## src/rtl/hazard_forward_unit_pkg.sv

```systemverilog
// Shared definitions for the hazard / forwarding unit.
//   FWD_*      : EX operand select encodings (register file, WB, MEM)
//   BUB_W      : width of the bubble counter
//   state_e    : stall FSM states
//   bub_max    : larger of two bubble counts
package hazard_forward_unit_pkg;

    localparam logic [1:0] FWD_NONE = 2'b00;
    localparam logic [1:0] FWD_WB   = 2'b01;
    localparam logic [1:0] FWD_MEM  = 2'b10;

    localparam int unsigned BUB_W = 2;

    typedef enum logic {
        IDLE  = 1'b0,
        STALL = 1'b1
    } state_e;

    function automatic logic [BUB_W-1:0] bub_max(input logic [BUB_W-1:0] a,
                                                 input logic [BUB_W-1:0] b);
        return (a > b) ? a : b;
    endfunction

endpackage

```

## src/rtl/hazard_forward_unit_fwd_sel.sv

```systemverilog
// fwd_sel: operand select for one EX source register.
//   fwd_en_i              : forwarding enabled
//   src_i                 : EX source register address
//   reg_write_m_i/dst_m_i : MEM-stage producer
//   reg_write_wb_i/dst_wb_i : WB-stage producer
//   sel_o                 : FWD_MEM, FWD_WB or FWD_NONE (MEM has priority)
module fwd_sel
    import hazard_forward_unit_pkg::*;
#(
    parameter int unsigned REG_AW = 3
) (
    input  logic              fwd_en_i,
    input  logic [REG_AW-1:0] src_i,
    input  logic              reg_write_m_i,
    input  logic [REG_AW-1:0] dst_m_i,
    input  logic              reg_write_wb_i,
    input  logic [REG_AW-1:0] dst_wb_i,
    output logic [1:0]        sel_o
);

    // src != 0 together with dst == src implies dst != 0, so register 0
    // is excluded with a single test.
    always_comb begin
        sel_o = FWD_NONE;
        if (fwd_en_i && (src_i != '0)) begin
            if (reg_write_m_i && (dst_m_i == src_i)) begin
                sel_o = FWD_MEM;
            end else if (reg_write_wb_i && (dst_wb_i == src_i)) begin
                sel_o = FWD_WB;
            end
        end
    end

endmodule

```

## src/rtl/hazard_forward_unit.sv

```systemverilog
// hazard_forward_unit: EX operand forwarding plus RAW-hazard stall control.
//   clk, rst                 : clock, synchronous active-high reset
//   forward_en               : 1 = forward, 0 = resolve every RAW hazard by stalling
//   rs_id/rt_id, use_*_id    : ID-stage sources and whether they are read
//   rs_ex/rt_ex              : EX-stage sources (forwarding)
//   reg_write_ex/mem_read_ex/dst_ex : EX producer
//   reg_write_m/dst_m        : MEM producer
//   reg_write_wb/dst_wb      : WB producer
//   forwardA/forwardB        : EX operand selects
//   stall_if/stall_id/flush_ex : hold PC, hold IF/ID, bubble into ID/EX
//   busy                     : FSM in STALL
//   stall_cycles             : saturating count of stalled cycles
module hazard_forward_unit
    import hazard_forward_unit_pkg::*;
#(
    parameter int unsigned REG_AW       = 3,
    parameter int unsigned LOAD_BUBBLES = 1,
    parameter int unsigned STAT_W       = 16
) (
    input  logic              clk,
    input  logic              rst,
    input  logic              forward_en,
    input  logic [REG_AW-1:0] rs_id,
    input  logic [REG_AW-1:0] rt_id,
    input  logic              use_rs_id,
    input  logic              use_rt_id,
    input  logic [REG_AW-1:0] rs_ex,
    input  logic [REG_AW-1:0] rt_ex,
    input  logic              reg_write_ex,
    input  logic              mem_read_ex,
    input  logic [REG_AW-1:0] dst_ex,
    input  logic              reg_write_m,
    input  logic [REG_AW-1:0] dst_m,
    input  logic              reg_write_wb,
    input  logic [REG_AW-1:0] dst_wb,
    output logic [1:0]        forwardA,
    output logic [1:0]        forwardB,
    output logic              stall_if,
    output logic              stall_id,
    output logic              flush_ex,
    output logic              busy,
    output logic [STAT_W-1:0] stall_cycles
);

    localparam logic [BUB_W-1:0] LOAD_BUB = BUB_W'(LOAD_BUBBLES);

    state_e            state_q, state_d;
    logic [BUB_W-1:0]  cnt_q, cnt_d;
    logic [STAT_W-1:0] stall_cycles_q, stall_cycles_d;

    logic [BUB_W-1:0]  need_rs, need_rt, need;
    logic              stall;

    // ------------------------------------------------------------------
    // Forwarding
    // ------------------------------------------------------------------
    fwd_sel #(.REG_AW(REG_AW)) u_fwd_a (
        .fwd_en_i       (forward_en),
        .src_i          (rs_ex),
        .reg_write_m_i  (reg_write_m),
        .dst_m_i        (dst_m),
        .reg_write_wb_i (reg_write_wb),
        .dst_wb_i       (dst_wb),
        .sel_o          (forwardA)
    );

    fwd_sel #(.REG_AW(REG_AW)) u_fwd_b (
        .fwd_en_i       (forward_en),
        .src_i          (rt_ex),
        .reg_write_m_i  (reg_write_m),
        .dst_m_i        (dst_m),
        .reg_write_wb_i (reg_write_wb),
        .dst_wb_i       (dst_wb),
        .sel_o          (forwardB)
    );

    // ------------------------------------------------------------------
    // Hazard detection: bubbles needed by one ID source. The WB producer
    // is ignored because the register file writes before it is read.
    // ------------------------------------------------------------------
    function automatic logic [BUB_W-1:0] src_need(
        input logic              use_s,
        input logic [REG_AW-1:0] s,
        input logic              fwd_en,
        input logic              rw_ex,
        input logic              mr_ex,
        input logic [REG_AW-1:0] d_ex,
        input logic              rw_m,
        input logic [REG_AW-1:0] d_m
    );
        logic [BUB_W-1:0] n;
        n = '0;
        if (use_s && (s != '0)) begin
            if (fwd_en) begin
                if (mr_ex && rw_ex && (d_ex == s)) begin
                    n = LOAD_BUB;
                end
            end else if (rw_ex && (d_ex == s)) begin
                n = BUB_W'(2);
            end else if (rw_m && (d_m == s)) begin
                n = BUB_W'(1);
            end
        end
        return n;
    endfunction

    always_comb begin
        need_rs = src_need(use_rs_id, rs_id, forward_en, reg_write_ex,
                           mem_read_ex, dst_ex, reg_write_m, dst_m);
        need_rt = src_need(use_rt_id, rt_id, forward_en, reg_write_ex,
                           mem_read_ex, dst_ex, reg_write_m, dst_m);
        need    = bub_max(need_rs, need_rt);
    end

    // ------------------------------------------------------------------
    // Stall FSM. The first bubble is issued from IDLE in the hazard cycle
    // itself, so STALL only covers the remaining need-1 cycles.
    // ------------------------------------------------------------------
    always_comb begin
        state_d = state_q;
        cnt_d   = cnt_q;
        stall   = 1'b0;
        unique case (state_q)
            IDLE: begin
                if (need != '0) begin
                    stall = 1'b1;
                    if (need != BUB_W'(1)) begin
                        state_d = STALL;
                        cnt_d   = need - BUB_W'(1);
                    end
                end
            end
            STALL: begin
                stall = 1'b1;
                cnt_d = cnt_q - BUB_W'(1);
                if (cnt_q == BUB_W'(1)) begin
                    state_d = IDLE;
                end
            end
        endcase
        if (rst) begin
            stall = 1'b0;
        end
    end

    always_comb begin
        stall_cycles_d = stall_cycles_q;
        if (stall && (stall_cycles_q != '1)) begin
            stall_cycles_d = stall_cycles_q + STAT_W'(1);
        end
    end

    always_ff @(posedge clk) begin
        if (rst) begin
            state_q        <= IDLE;
            cnt_q          <= '0;
            stall_cycles_q <= '0;
        end else begin
            state_q        <= state_d;
            cnt_q          <= cnt_d;
            stall_cycles_q <= stall_cycles_d;
        end
    end

    assign stall_if     = stall;
    assign stall_id     = stall;
    assign flush_ex     = stall;
    assign busy         = (state_q == STALL);
    assign stall_cycles = stall_cycles_q;

endmodule

```

## config.mk

```make
export PLATFORM = sky130hd
export DESIGN_NAME = hazard_forward_unit
export DESIGN_NICKNAME = d
export VERILOG_FILES = /design/src/rtl/hazard_forward_unit_pkg.sv /design/src/rtl/hazard_forward_unit_fwd_sel.sv /design/src/rtl/hazard_forward_unit.sv
export SDC_FILE = /design/constraint.sdc
export NUM_CORES = 1
export LEC_CHECK = 0
export CAP_MARGIN = 20
export CORE_ASPECT_RATIO = 1.1
export CORE_MARGIN = 2
export CORE_UTILIZATION = 29
export DETAILED_ROUTE_END_ITERATION = 10
export MAX_ROUTING_LAYER = met4
export PLACE_DENSITY = 0.61
export SETUP_SLACK_MARGIN = 0.4
export SLEW_MARGIN = 10
export SYNTH_ARGS = -nofsm -noshare
export SYNTH_HDL_FRONTEND = slang
export SYNTH_SLANG_ARGS = --single-unit
```

## constraint.sdc

```tcl
create_clock -name clk -period 10.95 [get_ports clk]
set_clock_uncertainty 0.2 [all_clocks]
set_input_delay 2.19 -clock clk [delete_from_list [all_inputs] [get_ports clk]]
set_output_delay 2.19 -clock clk [all_outputs]
set_load 0.02 [all_outputs]
```

Word level (Yosys, flattened, before mapping)
Index checks and enable logic that the tools add are counted.
- register bits: 19
- input port bits: 30
- output and inout bits: 24
- word-level logic and storage cells: 70
- $add $sub $neg: 3
- magnitude comparators: 1
- eq/ne operators: 13
- multiplexer cells: 27
- bitwise logic cells: 1
- reduce and logical (&&, ||, !) cells: 22
- operator list (cell ; number):
    $mux 2 ; 13
    $eq 3x3->1 ; 8
    $add 16x1->16 const B ; 1
    $logic_and 1x1->1 ; 16
    $ne 16x16->1 const B ; 1
    $reduce_bool 3->1 ; 4
    $mux 1 ; 11
    $ne 2x2->1 const B ; 2
    $pmux 1 s2 ; 2
    $pmux 2 s2 ; 1
    $sub 2x1->2 const B ; 2
    $eq 2x1->1 const B ; 1
    $gt 2x2->1 ; 1
    $ne 2x1->1 const B ; 1
    $reduce_and 2->1 ; 1
    $reduce_bool 2->1 ; 1
    $not 1->1 ; 1

Depth between registers and ports, before layout
- depth in word-level cells: 13
- gate-level depth with buffers: 16

By module
Synthesis repeated with hierarchy kept, for this count alone.
- cells, all modules: 178
- area total of the unflattened synthesis: 1468.9 µm²
- modules (own cells, without submodules) (module ; times used ; cells each ; area each (µm²) ; seq. area each (µm²)):
    hazard_forward_unit ; 1 ; 156 ; 1291.2 ; 380.4
    fwd_sel ; 2 ; 11 ; 88.8 ; 0.0

Worst setup path before layout
OpenSTA, ideal clock, no wires.
- path kind: input port to output port
- from: input port dst_ex[0]
- to: output port stall_id
- arrival: 5.051 ns
- data required time: 8.560 ns
- setup slack: 3.509 ns
- stages: 14
- buffers on the path: 1
- cells stage by stage: xnor2_1 -> nand4_1 -> mux2_2 -> or2_2 -> ha_1 -> inv_1 -> o22ai_1 -> nand2b_1 -> o32ai_4 -> inv_1 -> ha_1 -> nor2b_2 -> nor2_1 -> buf_4
- cells in the longest elaborated chain, start to end: 11
- elaborated cells between the ends (all ways): 20
- classes of those cells: 1 x order compare; 2 x eq/ne; 12 x mux; 5 x reduce/logical
- ends and longest elaborated chain (element ; RTL line ; source):
    from (decl) ; hazard_forward_unit.sv:31 ; input logic [REG_AW-1:0] dst_ex,
    $eq 3x3->1 ; hazard_forward_unit.sv:95, hazard_forward_unit.sv:98 ;
    $logic_and 1x1->1, on equally long branches ; hazard_forward_unit.sv:98, hazard_forward_unit.sv:95 ;
    $mux 2 or $mux 1 (tied branches) ; hazard_forward_unit.sv:98, hazard_forward_unit.sv:95 ;
    $mux 2 ; hazard_forward_unit.sv:94 ; if (fwd_en) begin
    $mux 2 ; hazard_forward_unit.sv:93 ; if (use_s && (s != '0)) begin
    $gt 2x2->1 ; hazard_forward_unit_pkg.sv:21 ; return (a > b) ? a : b;
    $mux 2 * ; hazard_forward_unit_pkg.sv:21 ;
    $reduce_bool 2->1 * ; hazard_forward_unit.sv:125 ; if (need != '0) begin
    $mux 1 * ; hazard_forward_unit.sv:125 ;
    $pmux 1 s2 * ; hazard_forward_unit.sv:123 ; unique case (state_q)
    $mux 1 * ; hazard_forward_unit.sv:141 ; if (rst) begin
    to (decl) ; hazard_forward_unit.sv:39 ; output logic stall_id,
Every way passes the cells marked *; elsewhere a longest branch is shown, timed or not.

Final worst setup path
- from: input port dst_m[1]
- to: output port flush_ex
- cells in the longest elaborated chain, start to end: 12
- elaborated cells between the ends (all ways): 18
- classes of those cells: 1 x order compare; 2 x eq/ne; 12 x mux; 3 x reduce/logical
- ends and longest elaborated chain (element ; RTL line ; source):
    from (decl) ; hazard_forward_unit.sv:33 ; input logic [REG_AW-1:0] dst_m,
    $eq 3x3->1 ; hazard_forward_unit.sv:100 ; end else if (rw_m && (d_m == s)) begin
    $logic_and 1x1->1 ; hazard_forward_unit.sv:100 ;
    $mux 1 ; hazard_forward_unit.sv:100 ;
    $mux 2 ; hazard_forward_unit.sv:98 ; end else if (rw_ex && (d_ex == s)) begin
    $mux 2 ; hazard_forward_unit.sv:94 ;
    $mux 2 ; hazard_forward_unit.sv:93 ;
    $gt 2x2->1 ; hazard_forward_unit_pkg.sv:21 ;
    $mux 2 * ; hazard_forward_unit_pkg.sv:21 ;
    $reduce_bool 2->1 * ; hazard_forward_unit.sv:125 ;
    $mux 1 * ; hazard_forward_unit.sv:125 ;
    $pmux 1 s2 * ; hazard_forward_unit.sv:123 ;
    $mux 1 * ; hazard_forward_unit.sv:141 ;
    to (decl) ; hazard_forward_unit.sv:40 ; output logic flush_ex,
Marks and branches as above.

==> out/qor.csv <==
stage;metric;value;unit
drt;Post-route DRC;0;
place;I/O Buffers;53;
layout;most common cell after layout, fill and taps aside;clkdlybuf4s50_1;
global_routing;met1 Usage GRT;15.6;%
pwr;total power draw;158;uW
drt;DR vias;1394;
layout;multi-input logic area;0.00102;sq mm
layout;diode count;0;
yosys;cells after synthesis;171;
global_routing;global-route wire length before repair;5890;um
setup_path;R2R setup slack;8.90;ns
global_routing;met3 GRT Util;1.52;%
setup_path;FF-to-FF End;stall_cycles[13];
pwr;Leakage;0.000724;uW
cts;Post CTS Setup Buffer Count;0;
global_routing;largest net degree at the start of global routing;23;
global_routing;gr busiest metal;met2;
outcome;outcome;completed;
yosys;synth unique cells;47;
timing;Final setup violation count;0;
cts;hold_buf cts;0;
layout;Layout area overhead;41.4;%
timing;max-slew violation count;0;
setup_path;FF-to-FF Start;stall_cycles[0];
setup_path;crit path DAT;6.01;ns
place;Placed Cells incl. Taps;276;
yosys;yosys synthesis warning count;0;
cts;Clock Latency Late Sink;0.25;ns
yosys;Seq/Total Area, Yosys;25.8;%
drt;DRT iter0 DRCs;55;
timing;RSZ-0062 raised after global routing;no;
place;post-placement setup slack;2.54;ns
worst_hold_path;WHS Path Cells;2;
drt;Via density;4.98;
drt;Routed Antenna Nets;0;
cts;post-CTS sizing;0;
setup_path;Worst Reg-to-Reg Cells;6;
cts;Reg clk slew, reported paths;0.07;ns
global_routing;GR Overflow Total;0;
timing;final hold violations;0;
flow_run;max-cap viol count;0;
cts;clock sinks;19;
place;routability cong.;0.785;
yosys;top_reg_cell synth;dfxtp_1;
setup_path;worst-path fanout max;5;
timing;fin crit share;76.7;%
setup_path;endpoint type of the worst setup path;output port;
timing;setup_tns;0;ns
yosys;number of synthesized flops with an enable pin;0;
setup_path;Worst Setup Path Type;in2out;
cts;CTS tree;done;
global_routing;global-route usage over all layers;12.9;%
layout;Fillers;506;
yosys;FFs w/ async S/R, synth;0;%
cts;clock root buffer;clkbuf_8;
drt;final wirelength;3300;um
setup_path;Worst setup startpoint;dst_m[1];
yosys;FF+latch count, synth;19;
layout;layout net count;260;
global_routing;grt met2 use;22.5;%
worst_hold_path;origin of the worst min-delay path;stall_cycles[1];
layout;Reg area;380;sq um
timing;minimum clock period;8.40;ns
global_routing;initial antenna violation count;0;
die;total core area;0.00497;sq mm
die;die width;72.0;um
yosys;syn avg cell area;8.63;sq um
cts;H-tree levels;1;
layout;layout cells sized above 1;8.11;%
global_routing;number of global-route vias before repair;1356;
die;Die H;78.8;um
die;die area;0.00568;sq mm
pwr;PwrDens;75.6;mW/mm^2
worst_hold_path;Hold EP;stall_cycles[1];
die;Std-Cell Rows;27;
timing;Slew HR;42.8;%
yosys;Synth Cell Area;0.00148;sq mm
timing;Peak Freq;119;MHz
worst_hold_path;Hold Path Class;reg2reg;
setup_path;CP required;8.56;ns
timing;Worst-Margin Slew;0.856;ns
setup_path;Startpoint Class;input pin;
yosys;syn nets;208;
die;I/O pin count;54;
pwr;VDD IR max;34.5;uV
drt;Pre-antenna DRT Iters;5;
cts;CTS max path bufs;2;
place;hpwl dp;2690;um
layout;Layout Cells excl Fill;280;
layout;most frequent cells in the layout;clkdlybuf4s50_1 (53), xnor2_1 (21), nor2_1 (19), dfxtp_1 (19), xor2_1 (13);
drt;per-cell routed wire length;11.8;um
cts;Num CTS Buffers;3;
timing;Worst Slack Setup Final;2.55;ns
die;Starting Density;29.7;%
-- where the power goes --
part           internal [uW]  switching (uW)  leakage, uW
combinational           20.8            17.0     0.000545
clock                   25.3            24.0    0.0000255
sequential              70.0           0.855     0.000153
total                    116            41.8     0.000724
-- critical path, stage by stage --
cell	delay [ns]
clkdlybuf4s50_1	0.61
xnor2_1	0.15
nand4_1	0.11
mux2_2	0.31
or2_2	0.28
ha_1	0.28
inv_1	0.04
o22ai_1	0.27
nand2b_1	0.14
o32ai_4	0.16
inv_1	0.07
ha_1	0.22
nor2b_2	0.21
nor2_1	0.28
clkdlybuf4s50_1	0.67
-- registers in the layout, indices dropped and copies added, names as in the netlist --
signal / count
busy: 1
cnt_q: 2
stall_cycles: 16
-- layer usage --
metal | wire [um] | vias to the layer above
met5 | 0 | -
met4 | 23 | 0
met3 | 174 | 2
met2 | 1600 | 47
met1 | 1500 | 634
li1 | - | 711
-- cells by family after synthesis --
family,share of synthesized area (%)
mux,2.20
compound gates,13.8
buf+inv,4.91
fa+ha+maj,5.93
flops,25.8
simple gates,27.2
xor+xnor,20.2
-- per-stage QoR --
stage	hold slack (ns)	instance area [sq um]	utilization, %
6_report	0.322	2090	42.0
5_1_grt	0.349	2090	42.0
4_1_cts	0.322	2090	42.0
3_5_place_dp	0.312	2040	41.1
3_3_place_gp	0.308	2040	41.1
2_1_floorplan	0.352	1480	-
-- synthesized netlist by cell type, drive strengths merged, types with 4 or more instances --
library cell | instances | area share (%)
nand3 | 4 | 1.7
nor2 | 19 | 4.8
ha | 7 | 5.9
dfxtp | 19 | 26
nand2 | 8 | 2.0
xor2 | 13 | 7.7
o21ai | 7 | 2.9
nand4 | 10 | 5.1
xnor2 | 21 | 12
o211ai | 4 | 2.0
o31ai | 4 | 2.0
nor3 | 7 | 3.5
inv | 9 | 2.3
buf | 4 | 2.1
-- cell type report --
cell class              instances  share of cell area [%]
clock buffers                   3                    1.98
clock inverters                 1                   0.240
inverters                       9                    1.62
multi-input cells             137                    49.0
flip-flops and latches         19                    18.2
well taps                      58                    3.48
repair buffers                 53                    25.4
-- worst max path at each step --
stage	cells past startpoint	slack, ns	end
after floorplan	14	3.51	stall_id
after global placement	15	2.58	stall_if
after detailed placement	15	2.54	flush_ex
after CTS	15	2.53	flush_ex
after global routing	15	2.26	stall_if
final	15	2.55	flush_ex
(Power assumes the default switching activity.)
